[src/rtl/button_gpio.sv]
// button_gpio: eight debounced button/switch inputs with rising-edge flags, irq mask and a 16-bit debounce window.
// Latency: a pin change reaches DATA DEBOUNCE+3 clk edges after it is first sampled; data_out is valid one cycle after rd_strobe.
// Backpressure: none; every read and write strobe is accepted in the cycle it is presented.
module button_gpio #(
  parameter logic [15:0] DEBOUNCE_RST = 16'd1000
) (
  input  logic        clk,
  input  logic        rst,
  input  logic [31:0] addr,
  input  logic [31:0] data_in,
  input  logic        rd_strobe,
  input  logic [3:0]  wr_strobe,
  output logic [31:0] data_out,
  input  logic [7:0]  buttons,
  output logic        irq
);

  localparam logic [1:0] REG_DATA     = 2'd0;
  localparam logic [1:0] REG_EDGE     = 2'd1;
  localparam logic [1:0] REG_IRQ_EN   = 2'd2;
  localparam logic [1:0] REG_DEBOUNCE = 2'd3;

  logic [7:0]  sync_meta;
  logic [7:0]  synced;
  logic [7:0]  stable;
  logic [7:0]  edge_flags;
  logic [7:0]  irq_en;
  logic [15:0] debounce;
  logic [15:0] count [8];
  logic [7:0]  commit;
  logic [7:0]  rise;
  logic [7:0]  edge_clr;
  logic [1:0]  sel;
  logic [31:0] rd_val;
  logic        wr_edge;
  logic        wr_irq_en;
  logic        wr_deb_lo;
  logic        wr_deb_hi;
  logic        unused_bits;

  // Only addr[3:2] selects a register; the rest of the bus is don't-care.
  assign sel         = addr[3:2];
  assign unused_bits = ^{addr[31:4], addr[1:0], data_in[31:16], wr_strobe[3:2]};

  assign wr_edge   = wr_strobe[0] && (sel == REG_EDGE);
  assign wr_irq_en = wr_strobe[0] && (sel == REG_IRQ_EN);
  assign wr_deb_lo = wr_strobe[0] && (sel == REG_DEBOUNCE);
  assign wr_deb_hi = wr_strobe[1] && (sel == REG_DEBOUNCE);
  assign edge_clr  = wr_edge ? data_in[7:0] : 8'h00;

  // Two-flop synchronizer in front of everything that looks at the pins.
  always_ff @(posedge clk) begin
    if (rst) begin
      sync_meta <= '0;
      synced    <= '0;
    end else begin
      sync_meta <= buttons;
      synced    <= sync_meta;
    end
  end

  // A bit commits once it has disagreed with stable for long enough; >= lets a lowered window commit at once.
  always_comb begin
    commit = '0;
    for (int i = 0; i < 8; i++) begin
      commit[i] = (synced[i] != stable[i]) && (count[i] >= debounce);
    end
  end

  assign rise = commit & synced;

  // Per-bit disagreement counters: cleared on agreement or commit, otherwise counting up.
  always_ff @(posedge clk) begin
    for (int i = 0; i < 8; i++) begin
      if (rst) begin
        count[i] <= '0;
      end else if ((synced[i] == stable[i]) || commit[i]) begin
        count[i] <= '0;
      end else begin
        count[i] <= count[i] + 16'd1;
      end
    end
  end

  // Debounced level; committing bits simply toggle.
  always_ff @(posedge clk) begin
    if (rst) begin
      stable <= '0;
    end else begin
      stable <= stable ^ commit;
    end
  end

  // Rising-edge flags: write-one-to-clear, with a same-cycle rise overriding the clear.
  always_ff @(posedge clk) begin
    if (rst) begin
      edge_flags <= '0;
    end else begin
      edge_flags <= (edge_flags & ~edge_clr) | rise;
    end
  end

  // Control registers with byte-lane enables.
  always_ff @(posedge clk) begin
    if (rst) begin
      irq_en   <= '0;
      debounce <= DEBOUNCE_RST;
    end else begin
      if (wr_irq_en) irq_en         <= data_in[7:0];
      if (wr_deb_lo) debounce[7:0]  <= data_in[7:0];
      if (wr_deb_hi) debounce[15:8] <= data_in[15:8];
    end
  end

  // Read mux over the current (pre-write) register values; unused upper bits read as zero.
  always_comb begin
    rd_val = '0;
    case (sel)
      REG_DATA:     rd_val = {24'h0, stable};
      REG_EDGE:     rd_val = {24'h0, edge_flags};
      REG_IRQ_EN:   rd_val = {24'h0, irq_en};
      REG_DEBOUNCE: rd_val = {16'h0, debounce};
      default:      rd_val = '0;
    endcase
  end

  // Read data is captured on the strobe edge and held until the next read.
  always_ff @(posedge clk) begin
    if (rst) begin
      data_out <= '0;
    end else if (rd_strobe) begin
      data_out <= rd_val;
    end
  end

  assign irq = |(edge_flags & irq_en);

endmodule

[config.mk]
export PLATFORM = sky130hd
export DESIGN_NAME = button_gpio
export DESIGN_NICKNAME = d
export VERILOG_FILES = /design/src/rtl/button_gpio.sv
export SDC_FILE = /design/constraint.sdc
export NUM_CORES = 1
export LEC_CHECK = 0
export ABC_AREA = 1
export BUFFER_PORTS_ARGS = -buffer_cell sky130_fd_sc_hd__buf_2
export CELL_PAD_IN_SITES_DETAIL_PLACEMENT = 0
export CELL_PAD_IN_SITES_GLOBAL_PLACEMENT = 1
export CORE_MARGIN = 2
export CORE_UTILIZATION = 32
export CTS_BUF_LIST = sky130_fd_sc_hd__clkbuf_4
export DETAILED_ROUTE_END_ITERATION = 6
export PLACE_DENSITY_LB_ADDON = 0.1
export SLEW_MARGIN = 20
export SYNTH_ARGS = -nofsm -noshare
export SYNTH_HDL_FRONTEND = slang
export SYNTH_SLANG_ARGS = --single-unit
[constraint.sdc]
create_clock -name clk -period 2.5 [get_ports clk]
set_input_delay 0.25 -clock clk [delete_from_list [all_inputs] [get_ports clk]]
set_output_delay 0.25 -clock clk [all_outputs]
set_load 0.05 [all_outputs]
## Word level (Yosys, flattened, before mapping)

Memory sizes are Yosys's and may differ from the RTL's.
Cells that the tools add are included.

| storage, ports and cells | value |
|---|---|
| register bits after elaboration | 88 |
| RAM bits | 128 |
| input port bits | 79 |
| output and inout bits | 33 |
| memories kept | 1 |

| cells by class | value |
|---|---|
| add/sub/neg operators | 8 |
| $lt $le $gt $ge | 8 |
| eq/ne operators | 19 |
| muxes and demuxes | 68 |
| bitwise gates (word level) | 22 |
| reductions and logical operators | 22 |

Memories:

| name | words | bits a word | rd ports | clocked after Yosys merged registers in | write ports | RTL line | text |
|---|---|---|---|---|---|---|---|
| count | 8 | 16 | 8 | 0 | 8 | 29 | `logic [15:0] count [8];` |

Operators by type and width:

| kind | number |
|---|---|
| $mux W16 | 16 |
| $add A16 B1 Y16 const B | 8 |
| $ge A16 B16 Y1 | 8 |
| $pmux W32 S4 | 1 |
| $mux W1 | 50 |
| $and A8 B8 Y8 | 3 |
| $or A1 B1 Y1 | 16 |
| $logic_and A1 B1 Y1 | 12 |
| $eq A1 B1 Y1 | 8 |
| $logic_or A1 B1 Y1 | 8 |
| $mux W8 | 1 |
| $ne A1 B1 Y1 | 8 |
| $not A8 Y8 | 1 |
| $or A8 B8 Y8 | 1 |
| $reduce_or A8 Y1 | 1 |
| $xor A8 B8 Y8 | 1 |
| $eq A2 B2 Y1 const B | 2 |
| $eq A2 B1 Y1 const B | 1 |
| $logic_not A2 Y1 | 1 |

## Logic depth before layout (Yosys ltp)

Gate-level depths: netlist of run 1.

| logic depth | value |
|---|---|
| depth in word-level cells | 8 |
| gate-level depth with buffers | 14 |

## Least setup slack after synthesis of run 1

No wires, ideal clock.

| timing | value |
|---|---|
| path type | flip-flop to flip-flop |
| start point | memory count[0][7] |
| end point | memory count[0][14], data pin |
| library setup time | 0.257 ns |
| arrival | 1.548 ns |
| required time | 2.243 ns |
| path slack | 0.696 ns |
| cell stages (with the launch flop) | 12 |
| path buffers | 1 |
| period minus slack after synthesis | 1.804 ns |
| path through | edfxtp_1 > ha_1 > nand2_1 > inv_1 > nand2_1 > nor2_1 > nor2_1 > nand2_1 > nand2_1 > nand3_2 > buf_2 > nor2_1 |

RTL lines:

| item | RTL line |
|---|---|
| start, declared | 29 |

## Worst setup path in the final report of run 1

| timing | value |
|---|---|
| start point | register irq_en[0] |
| end point | output port irq |

| between the ends | value |
|---|---|
| word-level cells in the longest chain between the ends | 2 |

RTL lines:

| item | RTL line | text |
|---|---|---|
| start, declared | 27 | `logic [7:0] irq_en;` |
| start signal, assigned | 109 | `if (wr_irq_en) irq_en <= data_in[7:0];` |
| $and A8 B8 Y8 | 136 | `assign irq = \|(edge_flags & irq_en);` |
| $reduce_or A8 Y1 | 136 |  |
| end, declared | 15 | `output logic irq` |

No other way between the ends.

==> results of run 1 <==
## critical path: stages (launching register included)
cell	delay, ns
dfxtp_1	0.35
inv_1	0.07
o22ai_1	0.10
a221oi_1	0.37
nand2_1	0.20
buf_2	0.26
## cell usage after synthesis, drive strengths merged
master | n | area, µm²
nand2 | 246 | 928.4
nor2 | 223 | 912.1
inv | 195 | 731.9
ha | 136 | 1702
edfxtp | 128 | 3844
a21oi | 113 | 591.8
nand3 | 75 | 440.4
dfxtp | 72 | 1441
xor2 | 67 | 586.8
o21ai | 60 | 300.3
xnor2 | 38 | 332.8
buf | 32 | 202.7
nand4 | 31 | 200.2
nor3 | 24 | 150.2
o211ai | 16 | 120.1
clkbuf | 8 | 30.03
a221oi | 6 | 52.55
o21a | 6 | 45.04
nor3b | 4 | 30.03
clkinv | 2 | 7.510
conb | 2 | 7.510
nor4 | 2 | 18.77
o21bai | 2 | 15.01
a22o | 1 | 8.760
a31oi | 1 | 6.260
nand3b | 1 | 11.26
o22ai | 1 | 6.260
or2 | 1 | 6.260
## layout by cell type, fill, tap and decap left out, drive strengths merged, types with 3 or more instances in the layout
| cell type | Yosys | layout |
|---|---|---|
| inv | 195 | 205 |
| nand3 | 75 | 75 |
| nor2 | 223 | 223 |
| dlygate4sd3 | 0 | 25 |
| o21a | 6 | 6 |
| conb | 2 | 144 |
| o211ai | 16 | 16 |
| nor3b | 4 | 4 |
| o21ai | 60 | 60 |
| nor3 | 24 | 24 |
| buf | 32 | 91 |
| edfxtp | 128 | 128 |
| dfxtp | 72 | 72 |
| nand4 | 31 | 31 |
| ha | 136 | 136 |
| bufinv | 0 | 3 |
| clkbuf | 8 | 18 |
| a21oi | 113 | 113 |
| clkinv | 2 | 3 |
| xor2 | 67 | 67 |
| nand2 | 246 | 246 |
| a221oi | 6 | 6 |
| xnor2 | 38 | 38 |
## report_power, final
group          internal (mW)  switching [mW]
logic                  0.388           0.690
registers               3.66           0.143
clock network          0.715            1.25
total                   4.76            2.08
## per-stage QoR
stage	setup WS (ns)	utilization, %	hold WS [ns]
after floorplan	0.6957	-	0.3570
after global placement	0.3787	36.44	0.3976
after detailed placement	0.3723	36.44	0.3946
after CTS	0.2727	37.83	0.03562
after global routing	0.1714	37.84	0.04529
final	0.2583	37.84	0.08459
## registers in the layout, indices dropped and copies added (netlist names), named ones only
signal,count
debounce,16
data_out,16
edge_flags,8
irq_en,8
count,128
sync_meta,8
synced,8
## repair_timing
| action | 4_1_cts | 5_1_grt |
|---|---|---|
| endpoints found under the hold margin | 40 | 0 |
| hold buffers | 25 | 0 |
| setup buffers | 0 | 0 |
## routing by layer
metal  track usage (%)  routed length [µm]  vias up
met5                 0                  32        -
met4             3.858                 386        6
met3             2.397                 773       22
met2             27.94               15180       90
met1             22.78               16500     4513
li1                  -                   -     5301
## worst min path at each step
stage / endpoint / slack [ns] / cells after the start
2_1_floorplan: sync_meta[0]$_SDFF_PP0_ / 0.36 / 2
3_3_place_gp: synced[0]$_SDFF_PP0_ / 0.40 / 2
3_5_place_dp: synced[0]$_SDFF_PP0_ / 0.39 / 2
4_1_cts: sync_meta[3]$_SDFF_PP0_ / 0.04 / 3
5_1_grt: sync_meta[3]$_SDFF_PP0_ / 0.05 / 3
6_report: sync_meta[3]$_SDFF_PP0_ / 0.08 / 3
## cells by family (layout without fill, tap and decap cells)
group,count (synthesis),count (layout),synth area share [%]
fa+ha+maj,136,136,13.37
compound gates,206,206,9.003
buf+inv,237,345,7.637
flops,200,200,41.52
xor+xnor,105,105,7.224
other cells,2,146,0.05900
simple gates,607,607,21.19
## cell type report
class,instances,area [µm²]
clock inverter,14,163.9
tap,525,656.9
multi-input combinational,1198,7005
clock buffer,18,135.1
antenna,2,5.005
sequential,200,5285
fill,4117,24530
timing repair buffer,116,940.9
inverter,197,739.5
==> results.cfg, run 1 <==
[status]
status = complete, no violations

[floorplan]
coreArea_um2 = 39460
design.die.area_um2 = 41390
dieWidth_um = 203.5
die_height_um = 203.5
rows = 73
start_util_pct = 32.26
io_pins = 112

[logic_synthesis]
ys_seq_area_share_pct = 41.52
syn-instance-count = 1493
synth_cell_types = 41
syn_area_um2 = 12730
ys_seq_elements = 200
avgSynthCellArea_um2 = 8.526
ys.warnings.count = 0

[routing]
via_per_inst = 4.375
firstDrtPassIters = 5
wl_mm = 32.88
dr.first_iter.drc_count = 540
wl_per_cell_um = 14.48
ant_nets = 0
drc_errors = 0
num_vias = 9932

[global_routing]
grt_pass1_wl_mm = 52.94
grt_max_degree = 32
track_usage_pct = 16.70
antenna_found_initial = 5
grt_pass1_vias = 9675
gr-total-overflow = 0

[critical_path]
crit_required_ns = 2.25
r2r_cells = 11
timing_worst_setup_path_type = reg2out
worstReg2RegEnd = count[1][29]$_SDFFCE_PN0P_
worstSetupStartpoint = irq_en[0]$_SDFFE_PP0P_
cp-endpoint = irq
endpoint_kind = primary output
rrSetupSlack_ns = 0.41
timing.rr.start = debounce[3]$_SDFFE_PP1P_
start_kind = register
crit_fanout = 2
crit_arrival_ns = 1.99

[timing]
hold_violations = 0
rsz0062_at_grt = false
max_freq_mhz = 446.1
finClkSkew_ns = 0.03255
slew_headroom_pct = 51.03
tightest_slew_ns = 0.7319
fin_crit_ns = 2.242
slew_viol_final = 0
tns_ns = 0
finalSetupViolCount = 0
finalCritPeriodShare_pct = 89.67

[placement]
place_inst = 2211
hpwlAfterDp_mm = 24.93
place_area_um2 = 14380
place_congestion = 0.7580
port_buffers = 47

[clock_network]
cts-htree-levels = 4
root_buffer = clkbuf_4
worstSkewPairLatency_ns = 0.64
numCtsBuffers = 17
cts.sinks = 200
ctsResizeCount = 0
cts_tree = yes
clk_pin_slew_ns = 0.18
clockBufferDepth = 2

[hold_path]
worstHoldStart = rst
worstHoldPathType = in2reg

[finish]
area_delta_synth_final_pct = 17.30
final_cells = 2270
drive_gt1_share_pct = 11.02
stdcell_area_um2 = 14930
final_nets = 1945

[power]
p_per_area_nw_per_um2 = 457.9
power.total_mw = 6.838
irDropWorstVdd_mv = 0.2404
leakage_nw = 6.619

[run]
cap_viol_max_count = 0
No activity file was read; power rests on OpenSTA's default activity.
==> inputs of run 2 (changes only) <==
--- a/config.mk
+++ b/config.mk
@@ -14,6 +14,7 @@
 export CTS_BUF_LIST = sky130_fd_sc_hd__clkbuf_4
 export DETAILED_ROUTE_END_ITERATION = 6
 export PLACE_DENSITY_LB_ADDON = 0.1
+export RECOVER_POWER = 25
 export SLEW_MARGIN = 20
 export SYNTH_ARGS = -nofsm -noshare
 export SYNTH_HDL_FRONTEND = slang
==> run 2 against run 1 <==
Clock power hardly changed. Largest power group unchanged. Power barely moved. Die area did not move. Critical path type unchanged.
==> results.cfg, run 2 (synthesized netlist as in run 1, its figures left out) <==
[status]
status = complete, no violations

[global_routing]
gr-total-overflow = 0
antenna_found_initial = 5
grt-busiest-layer = met2
track_usage_pct = 16.70
grt_pass1_vias = 9675
met2_usage_pct = 27.94
grt_pass1_wl_mm = 52.94
grt_max_degree = 32
grt_use_met3_pct = 2.397
met1_usage_pct = 22.78

[floorplan]
design.die.area_um2 = 41390
dieWidth_um = 203.5
die_height_um = 203.5
io_pins = 112
coreArea_um2 = 39460
start_util_pct = 32.26
rows = 73

[clock_network]
cts-htree-levels = 4
numCtsBuffers = 17
cts_tree = yes
cts.sinks = 200
worstSkewPairLatency_ns = 0.65
ctsResizeCount = 0
postCtsSetupBuffers = 0
clockBufferDepth = 2
clk_pin_slew_ns = 0.19
hold_buffers = 25
root_buffer = clkbuf_4

[finish]
regMostFlops = count
drive_gt1_share_pct = 10.50
final_nets = 1945
area_delta_synth_final_pct = 17.12
top_regs = count: 128 flops, data_out: 16 flops, debounce: 16 flops
largest_register_ffs = 128
final_common_cell = nand2_1
stdcell_area_um2 = 14910
final_cell_mix = nand2_1, nor2_1, inv_1, conb_1, ha_1

[timing]
slew_viol_final = 0
fin_crit_ns = 2.247
rsz0062_at_grt = false
slew_headroom_pct = 27.77
tns_ns = 0
tightest_slew_ns = 1.079
hold_violations = 0
finalCritPeriodShare_pct = 89.88
finClkSkew_ns = 0.03791
max_freq_mhz = 445.0
finalSetupViolCount = 0

[routing]
ant_nets = 0
wl_mm = 32.90
dr.first_iter.drc_count = 470
firstDrtPassIters = 5
num_vias = 9953
drc_errors = 0
via_per_inst = 4.385
wl_per_cell_um = 14.49

[placement]
place_area_um2 = 14380
hpwlAfterDp_mm = 24.93
place_congestion = 0.7580
port_buffers = 47

[hold_path]
worstHoldPathType = in2reg

[power]
irDropWorstVdd_mv = 0.2451
leakage_nw = 6.597
p_per_area_nw_per_um2 = 458.5

[critical_path]
endpoint_kind = primary output
crit_fanout = 2
start_kind = register
crit_required_ns = 2.25
crit_arrival_ns = 2.00
timing_worst_setup_path_type = reg2out

[run]
cap_viol_max_count = 0
run 2: cell count changes in the layout (fill, tap and decap cells not counted), sizes merged:
cell | before | now
buf | 91 | 85
clkbuf | 18 | 24
run 2: path summary, 6_finish.rpt:
path	from	end	slack [ns]	cells past startpoint
max	irq_en[0]$_SDFFE_PP0P_	irq	0.25	5
min reg2reg	sync_meta[0]$_SDFF_PP0_	synced[0]$_SDFF_PP0_	0.41	2
min	rst	sync_meta[3]$_SDFF_PP0_	0.08	3
max reg2reg	debounce[8]$_SDFFE_PP1P_	count[1][8]$_SDFFCE_PN0P_	0.36	13
run 2: layer usage:
layer,vias to the layer above,share of wire (%)
met1,4518,50
met5,-,0.097
met2,106,46
li1,5301,-
met3,22,2.8
met4,6,1.2
run 2: critical path: stages, from the launching register on:
cell and delay, ns:
dfxtp_1 0.35, inv_1 0.07, o22ai_1 0.09, a221oi_1 0.37
nand2_1 0.20, buf_2 0.26
run 2: through the flow:
step | setup WS [ns] | instances | hold slack [ns] | total power [mW] | util, %
after global routing | 0.1714 | 2270 | 0.04529 | 7.231 | 37.79
final | 0.2530 | 2270 | 0.07936 | 6.836 | 37.79
after global placement | 0.3787 | 2211 | 0.3976 | 4.916 | 36.44
after floorplan | 0.6957 | 1635 | 0.3570 | 4.578 | -
after detailed placement | 0.3723 | 2211 | 0.3946 | 4.933 | 36.44
after CTS | 0.2727 | 2268 | 0.03562 | 6.974 | 37.83
run 2: final cells by class:
cell class	instances	area [µm²]
Antenna cell	2	5.005
Clock inverter	14	163.9
Inverter	197	739.5
Clock buffer	18	135.1
Sequential cell	200	5285
Multi-Input combinational cell	1198	7000
Timing Repair Buffer	116	923.4
Tap cell	525	656.9
Fill cell	4123	24550
run 2: report_power, final:
group / internal, mW / switching [mW] / total, mW
clock: 0.715 / 1.25 / 1.96
sequential: 3.66 / 0.143 / 3.80
combinational: 0.384 / 0.688 / 1.07
total: 4.76 / 2.08 / 6.84
